$ cat config.mk
export PLATFORM = sky130hd
export DESIGN_NAME = ifetch_queue
export DESIGN_NICKNAME = d
export VERILOG_FILES = /design/src/rtl/mips32_pkg.sv /design/src/rtl/sync_fifo.sv /design/src/rtl/ifetch_queue.sv
export SDC_FILE = /design/constraint.sdc
export NUM_CORES = 1
export LEC_CHECK = 0
export ABC_AREA = 1
export CAP_MARGIN = 40
export CELL_PAD_IN_SITES_DETAIL_PLACEMENT = 1
export CELL_PAD_IN_SITES_GLOBAL_PLACEMENT = 2
export CORE_MARGIN = 8
export CORE_UTILIZATION = 30
export DETAILED_ROUTE_END_ITERATION = 7
export PLACE_DENSITY = 0.69
export SETUP_SLACK_MARGIN = 0.05
export SLEW_MARGIN = 20
export SYNTH_ARGS = -nofsm -noshare
export SYNTH_HDL_FRONTEND = slang
export SYNTH_SLANG_ARGS = --single-unit
$ cat constraint.sdc
create_clock -name clk -period 14.4 [get_ports clk]
set_input_delay 3.6 -clock clk [delete_from_list [all_inputs] [get_ports clk]]
set_output_delay 3.6 -clock clk [all_outputs]
set_load 0.02 [all_outputs]
$ cat src/rtl/mips32_pkg.sv
// Shared MIPS32 front-end types and constants.
// Used by the fetch queue and its storage.
package mips32_pkg;

    localparam int WORD_W     = 32;
    localparam int FQ_ENTRY_W = 2 * WORD_W;

    typedef logic [WORD_W-1:0] word_t;

    localparam word_t PC_INC = 32'd4;

    typedef enum logic [1:0] {
        IDLE  = 2'd0,
        REQ   = 2'd1,
        DRAIN = 2'd2
    } fetch_state_e;

    typedef struct packed {
        word_t pc;
        word_t inst;
    } fq_entry_t;

    function automatic word_t word_align(input word_t a);
        return {a[WORD_W-1:2], 2'b00};
    endfunction

    function automatic word_t pc_next(input word_t pc);
        return pc + PC_INC;
    endfunction

endpackage

$ cat src/rtl/sync_fifo.sv
// Single-clock FIFO holding {pc, inst} entries for the fetch queue.
// Head is read combinationally; flush drops all entries.
module sync_fifo
    import mips32_pkg::*;
#(
    parameter int DEPTH = 4,
    parameter int WIDTH = FQ_ENTRY_W
) (
    input  logic                   clk,
    input  logic                   rst,
    input  logic                   i_push,
    input  logic                   i_pop,
    input  logic                   i_flush,
    input  logic [WIDTH-1:0]       i_din,
    output logic [WIDTH-1:0]       o_dout,
    output logic [$clog2(DEPTH):0] o_count,
    output logic                   o_empty
);

    localparam int AW = $clog2(DEPTH);
    localparam int CW = AW + 1;

    logic [WIDTH-1:0] r_mem [DEPTH];
    logic [AW-1:0]    r_wr_ptr;
    logic [AW-1:0]    r_rd_ptr;
    logic [CW-1:0]    r_count;
    logic             w_do_push;
    logic             w_do_pop;

    assign w_do_pop  = i_pop && (r_count != '0);
    assign w_do_push = i_push && ((r_count != CW'(DEPTH)) || w_do_pop);

    always_ff @(posedge clk or posedge rst) begin
        if (rst) begin
            r_wr_ptr <= '0;
            r_rd_ptr <= '0;
            r_count  <= '0;
            for (int i = 0; i < DEPTH; i++) begin
                r_mem[i] <= '0;
            end
        end else if (i_flush) begin
            r_wr_ptr <= '0;
            r_rd_ptr <= '0;
            r_count  <= '0;
        end else begin
            if (w_do_push) begin
                r_mem[r_wr_ptr] <= i_din;
                r_wr_ptr        <= r_wr_ptr + 1'b1;
            end
            if (w_do_pop) begin
                r_rd_ptr <= r_rd_ptr + 1'b1;
            end
            // Push and pop together leave the occupancy unchanged.
            unique case ({w_do_push, w_do_pop})
                2'b10:   r_count <= r_count + 1'b1;
                2'b01:   r_count <= r_count - 1'b1;
                default: r_count <= r_count;
            endcase
        end
    end

    assign o_dout  = r_mem[r_rd_ptr];
    assign o_count = r_count;
    assign o_empty = (r_count == '0);

endmodule

$ cat src/rtl/ifetch_queue.sv
// Instruction fetch engine: one outstanding memory request feeding a
// small queue of {pc, inst} pairs, with redirect flush and drain.
module ifetch_queue
    import mips32_pkg::*;
#(
    parameter int          DEPTH    = 4,
    parameter logic [31:0] RESET_PC = 32'h0000_0000
) (
    input  logic        clk,
    input  logic        rst,
    input  logic        redirect,
    input  logic [31:0] redirect_pc,
    output logic        imem_req,
    output logic [31:0] imem_addr,
    input  logic        imem_ack,
    input  logic [31:0] imem_rdata,
    output logic        inst_valid,
    input  logic        inst_ready,
    output logic [31:0] inst,
    output logic [31:0] inst_pc
);

    localparam int CW = $clog2(DEPTH) + 1;

    fetch_state_e  r_state;
    fetch_state_e  w_state_nxt;
    word_t         r_fetch_pc;
    word_t         w_fetch_pc_nxt;
    word_t         r_req_addr;
    logic [CW-1:0] w_count;
    logic [CW-1:0] w_count_after;
    logic          w_empty;
    logic          w_pop;
    logic          w_push;
    logic          w_room_after;
    logic          w_new_req;
    fq_entry_t     w_push_entry;
    fq_entry_t     w_head;

    assign w_pop  = !w_empty && inst_ready && !redirect;
    assign w_push = imem_ack && (r_state == REQ) && !redirect;

    assign w_count_after = w_count + CW'(w_push) - CW'(w_pop);
    assign w_room_after  = (w_count_after < CW'(DEPTH));

    assign w_push_entry.pc   = r_req_addr;
    assign w_push_entry.inst = imem_rdata;

    sync_fifo #(
        .DEPTH (DEPTH),
        .WIDTH (FQ_ENTRY_W)
    ) u_fifo (
        .clk     (clk),
        .rst     (rst),
        .i_push  (w_push),
        .i_pop   (w_pop),
        .i_flush (redirect),
        .i_din   (w_push_entry),
        .o_dout  (w_head),
        .o_count (w_count),
        .o_empty (w_empty)
    );

    always_ff @(posedge clk or posedge rst) begin
        if (rst) begin
            r_state    <= IDLE;
            r_fetch_pc <= RESET_PC;
            r_req_addr <= RESET_PC;
        end else begin
            r_state    <= w_state_nxt;
            r_fetch_pc <= w_fetch_pc_nxt;
            if (w_new_req) begin
                r_req_addr <= w_fetch_pc_nxt;
            end
        end
    end

    // In REQ no new issue happens unless the current one is acked, so the
    // space test after an ack already accounts for the in-flight slot.
    always_comb begin
        w_state_nxt = r_state;
        unique case (r_state)
            IDLE: begin
                if (!redirect && (w_count < CW'(DEPTH))) begin
                    w_state_nxt = REQ;
                end
            end
            REQ: begin
                if (imem_ack) begin
                    if (redirect) begin
                        w_state_nxt = REQ;
                    end else begin
                        w_state_nxt = w_room_after ? REQ : IDLE;
                    end
                end else if (redirect) begin
                    w_state_nxt = DRAIN;
                end
            end
            DRAIN: begin
                if (imem_ack) begin
                    w_state_nxt = REQ;
                end
            end
            default: w_state_nxt = IDLE;
        endcase
    end

    always_comb begin
        w_fetch_pc_nxt = r_fetch_pc;
        if (redirect) begin
            w_fetch_pc_nxt = word_align(redirect_pc);
        end else if (w_push) begin
            w_fetch_pc_nxt = pc_next(r_fetch_pc);
        end
    end

    // A fresh address is latched only when a new request starts; an open
    // request keeps its address even across redirects.
    assign w_new_req = (w_state_nxt == REQ) &&
                       ((r_state == IDLE) || imem_ack);

    always_comb begin
        imem_req   = (r_state != IDLE);
        imem_addr  = r_req_addr;
        inst_valid = !w_empty;
        inst       = w_head.inst;
        inst_pc    = w_head.pc;
    end

endmodule

[After elaboration in Yosys (flattened, before gate mapping)]
Index checks and enable logic that the tools add are counted.
Operators by class
  multiplexer cells: 21
  bitwise gates (word level): 3
  multiply operators: 0
  reduce and logical (&&, ||, !) cells: 21
  shifts and indexed selects: 0
  $lt $le $gt $ge: 5
  divide/modulo/power cells: 0
  add/subtract/negate cells: 7
  equal/unequal tests: 6
Operators by type and width (number)
  $bwmux W256: 1
  $mux W64: 3
  $bmux W64 S2: 1
  $demux W64 S2: 1
  $mux W32: 2
  $add A32 B3 Y32 const B: 1
  $mux W2: 8
  $logic_and A1 B1 Y1: 9
  $eq A2 B1 Y1 const B: 3
  $ge A3 B3 Y1 const B: 2
  $lt A3 B3 Y1 const B: 2
  $not A2 Y3: 2
  $pmux W2 S3: 1
  $pmux W3 S2: 1
  $reduce_bool A2 Y1: 3
  $reduce_bool A3 Y1: 2
  $add A2 B1 Y2 const B: 2
  $eq A2 B2 Y1 const B: 2
  $add A3 B1 Y3: 1
  $add A3 B1 Y3 const B: 1
  $logic_not A3 Y1: 1
  $lt A3 B1 Y1 const B: 1
  $mux W3: 1
  $ne A3 B3 Y1 const B: 1
  8 further kinds: 11
Storage, ports and cells
  bits in read-only memories: 0
  bits of input ports: 69
  word-level logic and storage cells: 73
  latch bits: 0
  register bits after elaboration: 329
  memories: 0
  RAM bits: 0
  output and inout port bits: 98

[Logic depth before layout (Yosys ltp)]
  depth after elaboration: 12
  depth in mapped cells: 20
  mapped depth without buffers: 18

[Cells and area by module]
A second synthesis with hierarchy kept.
Unflattened totals
  cell total of the unflattened synthesis: 1826
  area, all modules: 15757.6 µm²
Modules (own cells, without submodules)
  sync_fifo: sequential area each 6581.3 µm², times used 1, cells each 1315, area each 12110.4 µm²
  ifetch_queue: sequential area each 1651.6 µm², times used 1, cells each 511, area each 3647.2 µm²

[Worst setup path before layout]
No wires, ideal clock.
  path type: in2reg
  start point: input port redirect
  end point: register r_req_addr[23], in the netlist imem_addr[23]
  arrival time: 5254 ps
  cell stages on the path: 15
  setup time: 127 ps
  path buffers: 2
  data required time: 14273 ps
  slack: 9018 ps
  cell sequence: buf_6 nor2_1 nand2_2 ha_1 inv_1 ha_1 nand2_1 nand3_1 nand3_1 nand2_1 nand2_1 nand2_1 nor2_2 buf_2 o21ai_0
Between the ends
  longest elaborated chain between the ends: 11
  elaborated cells on any way between the ends: 17
  classes of those cells: 2 x add/sub; 1 x order compare; 1 x eq/ne; 8 x mux; 5 x reduce/logical
Ends and longest elaborated chain
  from (decl): line ifetch_queue.sv:11  | input logic redirect,
  $logic_not A1 Y1: line ifetch_queue.sv:40, ifetch_queue.sv:41, ifetch_queue.sv:84
  $logic_and A1 B1 Y1: line ifetch_queue.sv:41  | assign w_push = imem_ack && (r_state == REQ) && !redirect;
  $add A3 B1 Y3: line ifetch_queue.sv:43  | assign w_count_after = w_count + CW'(w_push) - CW'(w_pop);
  $sub A3 B1 Y3: line ifetch_queue.sv:43
  $lt A3 B3 Y1: line ifetch_queue.sv:44  | assign w_room_after = (w_count_after < CW'(DEPTH));
  $mux W1: line ifetch_queue.sv:93  | w_state_nxt = w_room_after ? REQ : IDLE;
  $mux W1: line ifetch_queue.sv:90  | if (redirect) begin
  $mux W2: line ifetch_queue.sv:89  | if (imem_ack) begin
  $pmux W2 S3: line ifetch_queue.sv:82  | unique case (r_state)
  $eq A2 B1 Y1: line ifetch_queue.sv:119  | assign w_new_req = (w_state_nxt == REQ) &&
  $logic_and A1 B1 Y1: line ifetch_queue.sv:119
  to (signal assigned): line ifetch_queue.sv:73  | r_req_addr <= w_fetch_pc_nxt;
  to (decl): line ifetch_queue.sv:29  | word_t r_req_addr;
Parallel ways exist; a longest one is shown, timed or not.
A chain may end at the register's enable or synchronous reset.

[Final worst setup path]
  start point: register u_fifo.r_rd_ptr[0]
  end point: output port inst[17]
Between the ends
  longest elaborated chain between the ends: 4
Ends and longest elaborated chain
  from (decl): line sync_fifo.sv:25  | logic [AW-1:0] r_rd_ptr;
  from (signal assigned): line sync_fifo.sv:51  | r_rd_ptr <= r_rd_ptr + 1'b1;
  $not A2 Y3 (implied by the code): line sync_fifo.sv:62  | assign o_dout = r_mem[r_rd_ptr];
  $bmux W64 S2: line sync_fifo.sv:62
  $mux W64 (implied by the code) (2 in a row): line sync_fifo.sv:62
  to (decl): line ifetch_queue.sv:19  | output logic [31:0] inst,
No other way between the ends. The select of a mux whose other input is x is not followed.

==> key figures <==
Critical path
  – Worst path cell trace: inv_4 > buf_4 > buf_12 > o21ai_0 > o22ai_1 > clkdlybuf4s50_1
  – Worst R2R Path Depth: 18
  – Largest stage delay on the critical path: 760 ps
  – Crit Path Category: flop to primary output
  – Nature of the critical path endpoint: primary output
  – Reg2reg end: imem_addr[21]
  – Signal arrival time at the worst endpoint: 3700 ps
  – Kind of launch point of the worst setup path: flop
  – Max Fanout on Critical Path: 62
  – R2R setup slack: 11420 ps
  – Required time worst endpoint: 10800 ps
  – Standard cell with the maximum stage delay on the critical path: sky130_fd_sc_hd__dfrtp_4
  – Crit path max-delay family: buffers and inverters
  – Buffers and inverters on the worst path: 4
  – Launch point of the worst reg-to-reg path: u_fifo.o_count[1]

Worst hold path
  – Worst Hold Path Cells: 2
  – Worst Hold Launch: r_fetch_pc[0]
  – Path class of the lowest-slack min-delay path: flop to flop
  – Hold path endpoint: r_fetch_pc[0]

Clock tree
  – CTS tree: done
  – Post-CTS Setup Repair Bufs: 0
  – Level count of the clock H-tree: 2
  – Largest buffer count on any clock path: 3
  – Source-to-sink clock delay at the later pin of the worst-skew pair: 540 ps
  – Clock Sink Count: 329
  – Clock-pin slew of the registers on the worst-case setup and hold paths: 60 ps
  – CTS root buf: sky130_fd_sc_hd__clkbuf_16
  – Number of buffers created by CTS: 40
  – Post-CTS resize count: 0
  – Number of hold buffers added after CTS: 0

Place
  – Port Buffer Count: 164
  – Weighted congestion at the end of routability-driven global placement: 0.768
  – Placed Area: 17200 um^2
  – Detail Placement HPWL: 30100 um
  – Placed cells: 2517

Final layout
  – Final net count: 1966
  – Area growth, synth to finish: 22.7%
  – Fin util: 0.371
  – Cell area after layout: 18600 um^2
  – Fraction of layout cells with a size suffix above 1: 0.0755
  – Number of non-filler instances in the completed layout: 2593

STA
  – Measured slew at the worst slew-check pin: 797 ps
  – Number of hold-slack violations in the final timing report: 0
  – Worst-case clock skew: 11.0 ps
  – Achievable frequency: 0.137 GHz
  – Setup Viol. Count Final: 0
  – Minimum clock period: 7300 ps
  – Slew HR: 0.468
  – Final number of max-transition violations: 0
  – Portion of the clock cycle consumed by the worst path in the final layout: 0.507
  – Setup repair after global routing missed its margin: no
  – TNS Setup: 0 ps

Detailed routing
  – Antenna viol nets, final: 0
  – Drt drc: 0
  – Vias per inst: 4.76
  – Total wire length after detailed routing: 46500 um
  – Routed len/inst: 17.9 um
  – First-iteration detailed-routing DRC count: 722
  – Detailed-route via count: 12300
  – Detailed-routing iteration count for the pre-antenna-repair pass: 7

Synthesis
  – Yosys top cell area share: 0.544
  – Cell with the most instances after synthesis: sky130_fd_sc_hd__nand2_1
  – Summed instance area of the synthesized netlist: 15100 um^2
  – Mean post-synth cell area: 8.53 um^2
  – Cell type with the largest total area after synthesis: sky130_fd_sc_hd__dfrtp_1
  – Post-synth top flop: sky130_fd_sc_hd__dfrtp_1
  – Gate Count Post-Synth: 1774
  – Fraction of registers with async set/reset: 1.00
  – Most numerous cell types in the synthesized netlist: sky130_fd_sc_hd__nand2_1, sky130_fd_sc_hd__dfrtp_1, sky130_fd_sc_hd__o21ai_1, sky130_fd_sc_hd__nor2_1, sky130_fd_sc_hd__o21ai_0
  – Synthesized netlist net count: 1851
  – Dominant cells by area after synthesis: sky130_fd_sc_hd__dfrtp_1, sky130_fd_sc_hd__nand2_1, sky130_fd_sc_hd__o21ai_1
  – Proportion of synthesized chip area in sequential cells: 0.544
  – Total number of yosys warnings: 0
  – Unique masters post-synth: 36
  – Number of register bits inferred by synthesis: 329
  – Number of flops mapped to enable cells by yosys: 0

Global routing
  – Overflow left after global routing: 0
  – Tot GR Track Use: 0.164
  – Global-route wire length before repair: 75500 um
  – Maximum number of pins on one net before global-route repair: 96
  – Number of global-route vias before repair: 13300
  – Number of antenna violations at the first check in global routing: 0

Power and ir drop
  – Leakage power total: 0.00845 uW
  – Final Total Pwr: 3760 uW
  – Pwr Density: 202 nW/um^2
  – Maximum vdd ir drop: 0.0794 mV

Floorplanning
  – Core area: 50000 um^2
  – Die Outline Area: 57900 um^2
  – Die height: 241 um
  – Number of rows created at floorplan: 82
  – Top-level port count: 167
  – Starting density of the core: 0.303
  – Horiz. Die Dim: 241 um

Outcome
  – Result of the run: complete, no violations

Flow run
  – Max Cap Violations: 0
## layer usage
metal  vias to the layer above  GRT usage  share of wire
met3                        57     0.0253          0.033
met4                         0     0.0441          0.020
met1                      6051      0.215           0.47
met2                       164      0.280           0.48
met5                         -          0              0
li1                       6077          -              -
## worst max-delay path by stage
stage | endpoint | depth (start not counted) | startpoint
6_report | inst[17] | 6 | u_fifo.r_rd_ptr[0]
4_1_cts | inst[8] | 6 | u_fifo.r_rd_ptr[0]
3_3_place_gp | u_fifo.r_mem[94] | 11 | redirect
3_5_place_dp | u_fifo.r_mem[98] | 11 | redirect
5_1_grt | inst[1] | 6 | u_fifo.r_rd_ptr[0]
2_1_floorplan | imem_addr[0] | 1 | rst
## worst reg2reg max path: stages (launching register included)
cell and delay [ps]:
sky130_fd_sc_hd__dfrtp_1 490, sky130_fd_sc_hd__nor2_2 110, sky130_fd_sc_hd__a21oi_2 210, sky130_fd_sc_hd__nand2_1 90
sky130_fd_sc_hd__inv_1 100, sky130_fd_sc_hd__ha_1 140, sky130_fd_sc_hd__inv_1 40, sky130_fd_sc_hd__ha_1 260
sky130_fd_sc_hd__nand2_1 70, sky130_fd_sc_hd__nand2_1 60, sky130_fd_sc_hd__nand2_1 50, sky130_fd_sc_hd__nand3_1 80
sky130_fd_sc_hd__nand2_1 60, sky130_fd_sc_hd__nand2_1 60, sky130_fd_sc_hd__nand2_1 100, sky130_fd_sc_hd__nor2_4 170
sky130_fd_sc_hd__buf_4 460, sky130_fd_sc_hd__nand3_1 250, sky130_fd_sc_hd__nand2_1 100
## flip-flops by register name, indices dropped and copies added, names as in the netlist
name and cells:
imem_addr 32, r_fetch_pc 32, r_state 2, u_fifo.o_count 3, u_fifo.r_mem 256, u_fifo.r_rd_ptr 2, u_fifo.r_wr_ptr 2
## per-stage QoR
step | setup WS, ps | hold WS, ps
floorplan | 1690 | 431
global placement | 6750 | 448
detailed placement | 6680 | 453
CTS | 6970 | 474
global route | 6860 | 488
finish | 7100 | 471
## report_power, final
| part | internal, uW | switching, uW |
|---|---|---|
| registers | 1170 | 170 |
| clock network | 631 | 399 |
| logic | 550 | 840 |
## area by class of cell
class                           count  area (um^2)
Inverter                          114          442
Fill cell                        5842        31400
Timing Repair Buffer              187         1970
Antenna cell                        1         2.50
Clock buffer                       56         1150
Clock inverter                     17          195
Tap cell                          672          841
Sequential cell                   329         8240
Multi-Input combinational cell   1217         5720
## placed cells by master, fill, tap and decap left out, types with 3 or more instances in the layout
cell type / netlist / final
sky130_fd_sc_hd__nor3_1: 3 / 3
sky130_fd_sc_hd__clkbuf_8: 0 / 7
sky130_fd_sc_hd__o22ai_1: 64 / 64
sky130_fd_sc_hd__clkinv_2: 1 / 11
sky130_fd_sc_hd__o21ai_1: 247 / 247
sky130_fd_sc_hd__or2_2: 7 / 7
sky130_fd_sc_hd__nor2_4: 4 / 5
sky130_fd_sc_hd__nand2_2: 9 / 5
sky130_fd_sc_hd__a21oi_1: 8 / 8
sky130_fd_sc_hd__xor2_1: 9 / 9
sky130_fd_sc_hd__dfrtp_1: 329 / 327
sky130_fd_sc_hd__o21bai_1: 3 / 3
sky130_fd_sc_hd__nand4_1: 10 / 10
sky130_fd_sc_hd__ha_1: 7 / 7
sky130_fd_sc_hd__clkdlybuf4s50_1: 0 / 164
sky130_fd_sc_hd__inv_1: 110 / 107
sky130_fd_sc_hd__nand2_1: 435 / 435
sky130_fd_sc_hd__clkbuf_1: 46 / 8
sky130_fd_sc_hd__buf_16: 0 / 4
sky130_fd_sc_hd__and2_1: 4 / 4
sky130_fd_sc_hd__o21ai_0: 154 / 154
sky130_fd_sc_hd__nand2_4: 0 / 4
sky130_fd_sc_hd__inv_2: 2 / 3
sky130_fd_sc_hd__clkbuf_16: 0 / 41
sky130_fd_sc_hd__bufinv_16: 0 / 4
sky130_fd_sc_hd__buf_12: 0 / 6
sky130_fd_sc_hd__nor2_1: 177 / 177
sky130_fd_sc_hd__o21ai_2: 21 / 21
sky130_fd_sc_hd__buf_4: 6 / 13
sky130_fd_sc_hd__nand3_1: 42 / 42
## logic make-up after synthesis
logic type,Yosys count,synth area share
buf+inv,228,0.0795
fa+ha+maj,8,0.00711
simple gates,698,0.186
compound gates,500,0.177
xor+xnor,11,0.00637
flops,329,0.544
Note: power is estimated with default switching activity, not from simulation.
